[src/rtl/isp_stream_pkg.sv]
// ============================================================================
// isp_stream_pkg : shared types and default geometry for the Bayer source
// Revision 1.0
// ============================================================================
`default_nettype none

package isp_stream_pkg;

  localparam int C_DEFAULT_WIDTH       = 320;
  localparam int C_DEFAULT_HEIGHT      = 240;
  localparam int C_DEFAULT_HBLANK      = 16;
  localparam int C_DEFAULT_LEAD_CYCLES = 31;

  typedef enum logic [2:0] {
    ST_IDLE   = 3'd0,
    ST_SOF    = 3'd1,
    ST_LEAD   = 3'd2,
    ST_ACTIVE = 3'd3,
    ST_HBLANK = 3'd4,
    ST_FLUSH  = 3'd5,
    ST_FBLANK = 3'd6,
    ST_DONE   = 3'd7
  } state_t;

  // Named as even-row pair followed by odd-row pair, even column first.
  typedef enum logic [1:0] {
    PAT_GBRG = 2'd0,
    PAT_BGGR = 2'd1,
    PAT_RGGB = 2'd2,
    PAT_GRBG = 2'd3
  } bayer_pat_t;

endpackage

`default_nettype wire

[src/rtl/bayer_sample_sel.sv]
// ============================================================================
// bayer_sample_sel : picks the R/G/B channel for one Bayer mosaic position
// Revision 1.0
// ============================================================================
`default_nettype none

module bayer_sample_sel
  import isp_stream_pkg::*;
(
  input  bayer_pat_t  pattern,
  input  logic        row_odd,
  input  logic        col_odd,
  input  logic [7:0]  r,
  input  logic [7:0]  g,
  input  logic [7:0]  b,
  output logic [7:0]  sample
);

  logic [1:0] w_pos;
  assign w_pos = {row_odd, col_odd};

  // Green sits on the diagonal or anti-diagonal; only the R/B corners differ.
  always_comb begin
    sample = g;
    case (pattern)
      PAT_GBRG: begin
        if (w_pos == 2'b01) sample = b;
        if (w_pos == 2'b10) sample = r;
      end
      PAT_BGGR: begin
        if (w_pos == 2'b00) sample = b;
        if (w_pos == 2'b11) sample = r;
      end
      PAT_RGGB: begin
        if (w_pos == 2'b00) sample = r;
        if (w_pos == 2'b11) sample = b;
      end
      PAT_GRBG: begin
        if (w_pos == 2'b01) sample = r;
        if (w_pos == 2'b10) sample = b;
      end
    endcase
  end

endmodule

`default_nettype wire

[src/rtl/bayer_stream_tx.sv]
// ============================================================================
// bayer_stream_tx : RGB raster in, Bayer raw stream out with frame framing,
//                   trailing flush rows until the downstream ISP drains.
// Revision 1.0
// ============================================================================
`default_nettype none

module bayer_stream_tx
  import isp_stream_pkg::*;
#(
  parameter int width      = C_DEFAULT_WIDTH,
  parameter int height     = C_DEFAULT_HEIGHT,
  parameter int hBlank     = C_DEFAULT_HBLANK,
  parameter int leadCycles = C_DEFAULT_LEAD_CYCLES
) (
  input  logic       clk,
  input  logic       reset,
  input  logic       iStart,
  input  logic [1:0] iPattern,
  input  logic       iValid,
  input  logic [7:0] iR,
  input  logic [7:0] iG,
  input  logic [7:0] iB,
  output logic       oReady,
  input  logic       iDrainDone,
  output logic       newFrame,
  output logic       oValid,
  output logic [7:0] oData,
  output logic       oDone
);

  localparam int CW = (width      > 1) ? $clog2(width)      : 1;
  localparam int RW = (height     > 1) ? $clog2(height)     : 1;
  localparam int BW = (hBlank     > 1) ? $clog2(hBlank)     : 1;
  localparam int LW = (leadCycles > 1) ? $clog2(leadCycles) : 1;

  localparam logic [CW-1:0] COL_LAST   = CW'(width - 1);
  localparam logic [RW-1:0] ROW_LAST   = RW'(height - 1);
  localparam logic [BW-1:0] BLANK_LAST = BW'(hBlank - 1);
  localparam logic [LW-1:0] LEAD_LAST  = LW'(leadCycles - 1);

  state_t        r_state;
  bayer_pat_t    r_pattern;
  logic [CW-1:0] r_col;
  logic [RW-1:0] r_row;
  logic [BW-1:0] r_blank;
  logic [LW-1:0] r_lead;
  logic          r_drain;
  logic [7:0]    w_sample;

  bayer_sample_sel u_sel (
    .pattern (r_pattern),
    .row_odd (r_row[0]),
    .col_odd (r_col[0]),
    .r       (iR),
    .g       (iG),
    .b       (iB),
    .sample  (w_sample)
  );

  always_ff @(posedge clk or posedge reset) begin
    if (reset) begin
      r_state   <= ST_IDLE;
      r_pattern <= PAT_GBRG;
      r_col     <= '0;
      r_row     <= '0;
      r_blank   <= '0;
      r_lead    <= '0;
      r_drain   <= 1'b0;
      oReady    <= 1'b0;
      newFrame  <= 1'b0;
      oValid    <= 1'b0;
      oData     <= '0;
      oDone     <= 1'b0;
    end else begin
      newFrame <= 1'b0;
      oValid   <= 1'b0;
      oData    <= '0;
      oDone    <= 1'b0;
      case (r_state)
        ST_IDLE: begin
          if (iStart) begin
            r_pattern <= bayer_pat_t'(iPattern);
            newFrame  <= 1'b1;
            r_state   <= ST_SOF;
          end
        end
        ST_SOF: r_state <= ST_LEAD;
        ST_LEAD: begin
          if (r_lead == LEAD_LAST) begin
            r_lead  <= '0;
            oReady  <= 1'b1;
            r_state <= ST_ACTIVE;
          end else begin
            r_lead <= r_lead + LW'(1);
          end
        end
        ST_ACTIVE: begin
          if (iValid) begin
            oValid <= 1'b1;
            oData  <= w_sample;
            if (r_col == COL_LAST) begin
              r_col   <= '0;
              oReady  <= 1'b0;
              r_state <= ST_HBLANK;
            end else begin
              r_col <= r_col + CW'(1);
            end
          end
        end
        ST_HBLANK: begin
          if (r_blank == BLANK_LAST) begin
            r_blank <= '0;
            if (r_row == ROW_LAST) begin
              r_row   <= '0;
              r_state <= ST_FLUSH;
            end else begin
              r_row   <= r_row + RW'(1);
              oReady  <= 1'b1;
              r_state <= ST_ACTIVE;
            end
          end else begin
            r_blank <= r_blank + BW'(1);
          end
        end
        ST_FLUSH: begin
          // Zero-valued rows keep the ISP pipeline moving until it drains.
          oValid  <= 1'b1;
          r_drain <= r_drain | iDrainDone;
          if (r_col == COL_LAST) begin
            r_col   <= '0;
            r_state <= ST_FBLANK;
          end else begin
            r_col <= r_col + CW'(1);
          end
        end
        ST_FBLANK: begin
          r_drain <= r_drain | iDrainDone;
          if (r_blank == BLANK_LAST) begin
            r_blank <= '0;
            if (r_drain || iDrainDone) begin
              oDone   <= 1'b1;
              r_state <= ST_DONE;
            end else begin
              r_state <= ST_FLUSH;
            end
          end else begin
            r_blank <= r_blank + BW'(1);
          end
        end
        ST_DONE: begin
          r_col   <= '0;
          r_row   <= '0;
          r_blank <= '0;
          r_lead  <= '0;
          r_drain <= 1'b0;
          r_state <= ST_IDLE;
        end
        default: r_state <= ST_IDLE;
      endcase
    end
  end

endmodule

`default_nettype wire

[config.mk]
export PLATFORM = sky130hd
export DESIGN_NAME = bayer_stream_tx
export DESIGN_NICKNAME = d
export VERILOG_FILES = /design/src/rtl/isp_stream_pkg.sv /design/src/rtl/bayer_sample_sel.sv /design/src/rtl/bayer_stream_tx.sv
export SDC_FILE = /design/constraint.sdc
export NUM_CORES = 1
export LEC_CHECK = 0
export ABC_AREA = 1
export ABC_CLOCK_PERIOD_IN_PS = 1400
export BUFFER_PORTS_ARGS = -buffer_cell sky130_fd_sc_hd__buf_2
export CAP_MARGIN = 20
export CORE_MARGIN = 8
export CORE_UTILIZATION = 50
export CTS_CLUSTER_SIZE = 16
export DETAILED_ROUTE_END_ITERATION = 16
export PLACE_DENSITY = 0.73
export SLEW_MARGIN = 0
export SYNTH_ARGS = -nofsm -noshare
export SYNTH_HDL_FRONTEND = slang
export SYNTH_SLANG_ARGS = --single-unit
[constraint.sdc]
create_clock -name clk -period 1.4 [get_ports clk]
set_input_delay 0.28 -clock clk [delete_from_list [all_inputs] [get_ports clk]]
set_output_delay 0.28 -clock clk [all_outputs]
set_load 0.01 [all_outputs]
**Word-level counts from Yosys, hierarchy flattened**

Cells that the tools add are included.

- Flip-flop bits (word level): 44
- Input port bits: 31
- Output and inout port bits: 12
- Logic and storage cells: 104

- $add $sub $neg: 4
- Equal/unequal tests: 25
- Muxes and demuxes: 45
- Bitwise logic cells: 1
- Reductions and logical operators: 17

Operators by type and width:

| kind | count |
|---|---|
| $mux 8 | 12 |
| $pmux 8 s4 | 1 |
| $pmux 9 s3 | 1 |
| $mux 3 | 8 |
| $pmux 3 s8 | 1 |
| $mux 9 | 2 |
| $ne 2x2->1 const B | 8 |
| $pmux 8 s2 | 1 |
| $eq 3x3->1 const B | 4 |
| $mux 1 | 11 |
| $pmux 5 s2 | 1 |
| $add 9x1->9 const B | 1 |
| $eq 9x9->1 const B | 1 |
| $add 8x1->8 const B | 1 |
| $eq 2x2->1 const B | 4 |
| $eq 8x8->1 const B | 1 |
| $pmux 4 s2 | 1 |
| $reduce_bool 2->1 | 4 |
| $reduce_and 7->1 | 1 |
| $eq 3x2->1 const B | 2 |
| $reduce_and 2->1 | 3 |
| $reduce_and 6->1 | 1 |
| $reduce_bool 3->1 | 2 |
| $add 5x1->5 const B | 1 |
| 15 further kinds | 19 |

**Longest topological paths before layout**

Gate-level depths: netlist (run 1).

- Word-level depth: 6
- Gate-level depth with buffers: 11
- Mapped depth without buffers: 10

**By module**

A second synthesis (run 1) with hierarchy kept.

- Cell total of the unflattened synthesis: 550
- Area total of the unflattened synthesis: 3534.6 um^2

By module, submodules not included:

| module | times used | cells an instance | area an instance (um^2) | sequential area each (um^2) |
|---|---|---|---|---|
| bayer_stream_tx | 1 | 300 | 2359.8 | 1101.1 |
| bayer_sample_sel | 1 | 250 | 1174.9 | 0.0 |

**Worst setup path after synthesis (run 1)**

OpenSTA, ideal clock, no wires.

- Kind: register to register
- Start point: register r_col[0]
- End point: register oData[0]
- Setup time: 0.121 ns
- Data arrival time: 1.281 ns
- Required time: 1.279 ns
- Setup slack: -0.002 ns
- Cell stages (with the launch flop): 9
- Buffers on the path: 2
- Period minus slack after synthesis: 1.402 ns
- Path through: dfrtp_1 > buf_4 > inv_1 > nand2_2 > buf_2 > inv_1 > nor2_1 > o21ai_0 > nor2_1

- Longest elaborated chain between the ends: 6
- Elaborated cells between the ends (all ways): 15
- Those cells by class: 3 x eq/ne; 11 x mux; 1 x reduce/logical

RTL lines:

| what | RTL line | RTL |
|---|---|---|
| start, declared | bayer_stream_tx.sv:44 | `logic [CW-1:0] r_col;` |
| start signal, assigned | bayer_stream_tx.sv:107 | `r_col <= r_col + CW'(1);` |
| start signal, assigned | bayer_stream_tx.sv:134 | `r_col <= r_col + CW'(1);` |
| $eq 2x1->1 / $logic_not 2->1 (equally long branches) | n/a |  |
| $mux 8 (on tied branches) (2 in a row) | n/a |  |
| $pmux 8 s4 * | bayer_sample_sel.sv:25 | `case (pattern)` |
| $mux 8 * | bayer_stream_tx.sv:99 | `if (iValid) begin` |
| $mux 8 * | bayer_stream_tx.sv:80 | `case (r_state)` |
| end signal, assigned | bayer_stream_tx.sv:101 | `oData <= w_sample;` |
| end, declared | bayer_stream_tx.sv:28 | `output logic [7:0] oData,` |

Every way passes the cells marked *; elsewhere a longest branch is shown, timed or not.
A chain may end at the register's enable or synchronous reset.

**Worst setup path after layout (run 1)**

- Start point: register r_col[0]
- End point: register r_state[0]

- Longest elaborated chain between the ends: 3
- Elaborated cells between the ends (all ways): 4
- Those cells by class: 3 x eq/ne; 1 x reduce/logical

RTL lines:

| what | RTL line | RTL |
|---|---|---|
| $eq 9x9->1 * | bayer_stream_tx.sv:102, bayer_stream_tx.sv:130 |  |
| $ne 2x2->1 (no line) | n/a |  |
| $reduce_and 7->1 (no line) * | n/a |  |
| end signal, assigned | bayer_stream_tx.sv:105 | `r_state <= ST_HBLANK;` |
| end signal, assigned | bayer_stream_tx.sv:132 | `r_state <= ST_FBLANK;` |
| end signal, assigned | bayer_stream_tx.sv:143 | `r_state <= ST_DONE;` |
| end, declared | bayer_stream_tx.sv:42 | `state_t r_state;` |

Marks and branches as above.

==> results of run 1 <==
-- metrics by stage --
step / hold slack [ns] / cell area (um^2) / utilization [%] / instances / setup TNS, ns
2_1_floorplan: 0.390 / 3170 / - / 508 / 0
3_3_place_gp: 0.328 / 3840 / 61.5 / 665 / -0.298
3_5_place_dp: 0.336 / 3840 / 61.5 / 665 / -1.33
4_1_cts: 0.00413 / 4060 / 65.1 / 674 / -0.0876
5_1_grt: 0.00816 / 4650 / 74.6 / 703 / -3.32
6_report: -0.0151 / 4650 / 74.6 / 703 / -1.67
-- how the worst max path moves through the flow --
stage	endpoint	slack, ns	cells after the start
finish	r_state[0]	-0.18	8
global route	r_state[2]	-0.21	8
CTS	oData[3]	-0.02	10
detailed placement	r_state[1]	-0.08	8
global placement	r_row[4]	-0.06	8
floorplan	oData[6]	0.0005	10
-- final cells by class --
class | count | area, um^2 | area share, %
multi-input cells | 386 | 2140 | 45.9
well taps | 77 | 96.3 | 2.07
clock inverters | 3 | 46.3 | 0.995
inverters | 64 | 243 | 5.22
clock buffers | 5 | 68.8 | 1.48
repair buffers | 124 | 960 | 20.6
flip-flops and latches | 44 | 1100 | 23.7
-- layer usage --
| layer | up-vias | wire length [um] |
|---|---|---|
| met1 | 1790 | 4440 |
| met5 | - | 0 |
| met3 | 39 | 650 |
| met4 | 0 | 315 |
| li1 | 1868 | - |
| met2 | 183 | 5350 |
-- report_power, final --
| part | total (mW) | internal, mW | switching (mW) |
|---|---|---|---|
| clock network | 1.04 | 0.539 | 0.505 |
| registers | 2.00 | 1.65 | 0.353 |
| logic | 5.55 | 2.47 | 3.08 |
| total | 8.60 | 4.66 | 3.94 |
-- worst max-delay path, cell delays in order (launching register included) --
cell	delay [ns]
dfrtp_1	0.44
ha_2	0.23
nand2_2	0.09
nor2_4	0.15
nand2_4	0.10
nand2_4	0.11
nand2_4	0.09
o21ai_2	0.18
nand2_1	0.08
-- sequential cells by signal (all words and copies together) (netlist names), 2 cells and up --
name	flops
oData	8
r_lead	5
r_pattern	2
r_col	9
r_blank	4
r_row	8
r_state	3
-- synth_stat cells (all sizes together) --
cell type	n	area [um^2]
a31oi	14	87.6
nand3	23	125
or2	1	6.26
nand2	175	667
o21a	1	7.51
a21oi	10	50.1
xnor2	1	8.76
nand3b	1	7.51
o21ai	73	365
nor3b	1	7.51
nor3	6	30.0
nand4	4	25.0
clkbuf	5	18.8
dfrtp	44	1100
xor2	2	17.5
nor2	65	259
a31o	1	8.76
a22o	2	17.5
buf	10	57.6
inv	64	240
ha	5	62.6
-- logic make-up after synthesis --
logic type | after synthesis | synth area share [%]
AND/OR/NAND/NOR | 276 | 35.6
AO/OA/AOI/OAI | 101 | 16.9
buffers and inverters | 79 | 9.98
flip-flops | 44 | 34.7
adder cells (fa/ha/maj) | 5 | 1.97
XOR/XNOR | 3 | 0.829
-- repair_timing --
action | in CTS | in global routing
buffers inserted | 1 | 26
pin swaps | 11 | 39
gates cloned | 0 | 3
resized for setup | 38 | 104
endpoints found under the setup margin | 25 | 31
==> reports/results.tsv, run 1 <==
stage	metric	value	unit
status	status	finished with violations	
status	violated checks	hold timing, setup timing	
timing	Slew Limit Fails	0	
floorplanning	Die Wd	95.6	um
setup_path	Worst R2R Start	r_col[0]	
cells_and_area	most common cell after layout, fill and taps aside	nand2_1	
setup_path	setup slack, reg-to-reg	-0.18	ns
place	GP Congestion	0.871	
timing	final setup fails	21	
setup_path	WP data required	1.59	ns
routing	routed via count	3880	
global_routing	gr busiest metal	met2	
floorplanning	IO Pins	43	
global_routing	initial antenna violation count	0	
synth	Seq/Total Area, Yosys	34.7	%
floorplanning	Initial Util	50.8	%
setup_path	critical path startpoint category	register	
routing	Iter 0 DRT Violations	463	
clock_network	worst skew pair latency	0.31	ns
cells_and_area	commonest cells after routing, fill and taps aside	145 x nand2_1, 63 x buf_4, 54 x inv_1	
global_routing	first-pass GRT wire length	14800	um
setup_path	CP startpoint	r_col[0]	
clock_network	Bufs on Longest Clock Path	2	
routing	first-pass detailed-route iteration total	5	
global_routing	all-layer global routing usage	19.8	%
routing	final wirelength	10800	um
routing	DRC	0	
synth	Gate Count Post-Synth	508	
clock_network	Hold Buf Count CTS	0	
power_and_ir_drop	Pwr Density	1850	nW/um^2
synth	syn_nets	544	
synth	Seq cells post-synth	44	
clock_network	CTS Sinks	44	
synth	yosys warns	0	
timing	final worst-path cycle share	113	%
floorplanning	Die ar.	9150	um^2
setup_path	Worst Reg2Reg Path Length in Cells	8	
power_and_ir_drop	VDD IR-drop max	0.00114	V
timing	Final Hold Vio Count	13	
cells_and_area	Net count, final	661	
synth	synth unique cells	28	
floorplanning	floorplan row count	29	
cells_and_area	share of cells above drive strength 1	35.9	%
clock_network	CTS tree	yes	
timing	max_slew headroom	76.9	%
cells_and_area	Area growth, synth to finish	46.8	%
global_routing	total gr overflow	0	
routing	Final ANT Viol Nets	0	
routing	post-DR wirelength/cell	15.3	um
timing	RSZ-0062 raised after global routing	true	
power_and_ir_drop	P_leak	2.56	nW
routing	post-DR vias/cell	5.52	
setup_path	reg2reg end	r_state[0]	
global_routing	GR Util met2	32.6	%
setup_path	arrival time at the worst endpoint	1.77	ns
global_routing	M3 GR Usage	2.91	%
place	Final HPWL DP	6350	um
global_routing	vias in the first global route	3386	
setup_path	Setup crit end kind	register	
cells_and_area	Antenna Cells	0	
timing	Worst Tran Pin Value	0.347	ns
synth	Synth Cell Area	3170	um^2
timing	Worst Clk Skew	0.0121	ns
floorplanning	core area	6240	um^2
timing	final worst slack	-0.183	ns
global_routing	largest net degree at the start of global routing	45	
clock_network	Num CTS Buffers	5	
clock_network	Worst-path clk slew	0.10	ns
timing	Final Hold Slack	-0.0151	ns
power_and_ir_drop	Tot Pwr	8.60	mW
clock_network	CTS H-tree lvls	2	
global_routing	met1 Use GR	26.3	%
worst_hold_path	HP Class	primary input to async pin	
setup_path	crit path max fanout	4	
place	Port Buffer Count	42	
setup_path	Setup CP Type	register to register	
floorplanning	Die H	95.6	um
synth	syn avg cell area	6.24	um^2
place	dpl ws	-0.0849	ns
timing	min cycle time layout	1.58	ns
clock_network	CTS Root Cell	clkbuf_8	
flow_run	Max-Cap Viols	0	
timing	f_max	632	MHz
cells_and_area	# fillers	463	
No activity file was read; power rests on OpenSTA's default activity.
==> inputs of run 2 (changes only) <==
Settings changed: SETUP_SLACK_MARGIN from default to 0.5.
==> run 2 against run 1 <==
Effect of this change: the run still ends with hold timing, setup timing left; design area rose by 9.7%; global-route usage increased by 4.6 points; core utilization grew 7.2 points; non-clock buffer count up 5; critical path type unchanged; clock skew grew 0.0067 ns; clock-buffer cell count up 1; hold slack better by 0.0070 ns; clock power is 9.6% higher; power up 13%.
==> reports/results.tsv, run 2 (synthesis gave the netlist of run 1 again) <==
stage	metric	value	unit
cells_and_area	largest registers	r_col (9), oData (8), r_row (8)	
floorplanning	floorplan row count	29	
place	Final HPWL DP	6450	um
cells_and_area	post-route cell area	5110	um^2
cells_and_area	Sequential Area	1100	um^2
flow_run	Max-Cap Viols	0	
routing	first-pass detailed-route iteration total	5	
timing	min cycle time layout	1.75	ns
cells_and_area	# fillers	393	
floorplanning	Initial Util	50.8	%
clock_network	Hold Buf Count CTS	0	
clock_network	CTS Root Cell	clkbuf_8	
routing	DRC	0	
status	violated checks	hold timing, setup timing	
cells_and_area	commonest cells after routing, fill and taps aside	133 x nand2_1, 48 x buf_4, 47 x inv_1	
global_routing	initial antenna violation count	0	
power_and_ir_drop	P_leak	2.67	nW
timing	Worst Tran Pin Value	0.375	ns
global_routing	largest net degree at the start of global routing	27	
setup_path	crit path max fanout	6	
place	DP Area	3940	um^2
timing	Final Hold Slack	-0.00808	ns
clock_network	Bufs on Longest Clock Path	2	
timing	final setup fails	32	
floorplanning	Die Wd	95.6	um
floorplanning	Die ar.	9150	um^2
setup_path	Setup crit end kind	register	
timing	final worst slack	-0.351	ns
timing	Final Hold Vio Count	2	
power_and_ir_drop	Pwr Density	1890	nW/um^2
timing	setup TNS	-2.80	ns
timing	RSZ-0062 raised after global routing	true	
cells_and_area	Antenna Cells	0	
timing	max_slew headroom	75.0	%
power_and_ir_drop	Clock power frac	11.7	%
floorplanning	core area	6240	um^2
cells_and_area	footprint of the multi-input gates	2450	um^2
global_routing	first-pass GRT wire length	17800	um
cells_and_area	Final Non-Filler Cells	709	
power_and_ir_drop	sequential power share	22.3	%
cells_and_area	most common cell after layout, fill and taps aside	nand2_1	
cells_and_area	Net count, final	667	
cells_and_area	Area growth, synth to finish	61.0	%
routing	Final ANT Viol Nets	0	
clock_network	CTS Sinks	44	
floorplanning	IO Pins	43	
setup_path	arrival time at the worst endpoint	1.97	ns
clock_network	CTS H-tree lvls	2	
floorplanning	Die H	95.6	um
cells_and_area	largest register by flop count	r_col	
cells_and_area	max reg flops	9	
status	status	finished with violations	
clock_network	worst skew pair latency	0.32	ns
routing	post-DR vias/cell	5.82	
timing	final worst-path cycle share	125	%
place	Port Buffer Count	42	
global_routing	gr busiest metal	met2	
power_and_ir_drop	VDD IR-drop max	0.00132	V
global_routing	all-layer global routing usage	24.5	%
timing	Slew Limit Fails	0	
power_and_ir_drop	Gate power share	66.0	%
setup_path	slowest CP cell	dfrtp_2	
clock_network	Num CTS Buffers	5	
setup_path	slowest stage delay, CP	0.51	ns
routing	routed via count	4129	
routing	post-DR wirelength/cell	18.6	um
setup_path	Setup CP Type	register to register	
place	GP Congestion	0.888	
routing	Iter 0 DRT Violations	330	
setup_path	CP dominant cell by count	nand2_1	
timing	f_max	571	MHz
power_and_ir_drop	internal power	4.96	mW
global_routing	vias in the first global route	3741	
cells_and_area	share of cells above drive strength 1	42.7	%
clock_network	Worst-path clk slew	0.11	ns
power_and_ir_drop	switching share of power	48.7	%
routing	final wirelength	13200	um
global_routing	total gr overflow	0	
worst_hold_path	HP Class	primary input to async pin	
setup_path	critical path startpoint category	register	
power_and_ir_drop	Psw	4.72	mW
place	placed insts	657	
timing	Worst Clk Skew	0.0188	ns
setup_path	critical path cell sequence	inv_4 > buf_12 > buf_6 > nand3b_1 > nand2_1 > inv_1 > nand2_4 > o21ai_1 > nand2_1	
global_routing	M3 GR Usage	3.31	%
setup_path	WP data required	1.62	ns
global_routing	met1 Use GR	29.7	%
clock_network	CTS tree	yes	
global_routing	GR Util met2	42.0	%
-- run 2: worst paths after layout --
| check | from | end | slack, ns | cells after the start |
|---|---|---|---|---|
| min | reset | r_lead[4] | -0.008 | 3 |
| max | r_state[2] | r_state[0] | -0.35 | 9 |
| min in group clk | iPattern[1] | r_pattern[1] | 0.19 | 3 |
| min reg2reg | r_row[7] | r_row[7] | 0.55 | 2 |
| max reg2reg | r_state[2] | r_state[0] | -0.35 | 9 |
| max in group asynchronous | reset | r_state[2] | 1.05 | 3 |
-- run 2: metal layers --
metal | part of all wire, % | vias to the layer above
met4 | 5.5 | 0
met3 | 8.2 | 75
met1 | 37 | 1911
met5 | 0 | -
met2 | 49 | 265
li1 | - | 1878
-- run 2: layout make-up --
class                           count  share of cell area, %
Multi-Input combinational cell    387                   47.9
Sequential cell                    44                   21.6
Timing Repair Buffer              129                   20.7
Inverter                           64                   5.46
Tap cell                           77                   1.89
Clock buffer                        6                   1.62
Clock inverter                      2                  0.760
-- run 2: what timing repair did --
item / 4_1_cts / 5_1_grt
hold endpoints to repair: 0 / 0
pin swaps: 42 / 27
cloned: 1 / 1
buffers inserted: 21 / 21
endpoints found under the setup margin: 56 / 56
gates resized for setup: 141 / 56
-- run 2: metrics by stage --
stage	util (%)	hold WS (ns)	setup WS, ns	total power [mW]
floorplan	-	0.284	0.114	4.78
global placement	63.1	0.347	-0.00930	5.91
detailed placement	63.1	0.348	-0.116	6.02
CTS	75.6	0.0143	-0.00419	8.36
global route	81.8	0.0254	-0.350	10.2
finish	81.8	-0.00808	-0.351	9.67
-- run 2: power groups by stage --
stage | logic [mW] | registers, mW | clock network [mW]
final | 6.38 | 2.16 | 1.14
after global routing | 6.82 | 2.19 | 1.17
after CTS | 5.19 | 2.08 | 1.09
after detailed placement | 3.97 | 2.05 | 0
after global placement | 3.88 | 2.04 | 0
after floorplan | 2.79 | 1.99 | 0
-- run 2: worst max-delay path, delay by kind of cell, from the launching register on --
family / cells / cell delay (ns)
buf+inv: 4 / 0.56
flops: 1 / 0.51
simple gates: 4 / 0.37
compound gates: 1 / 0.22
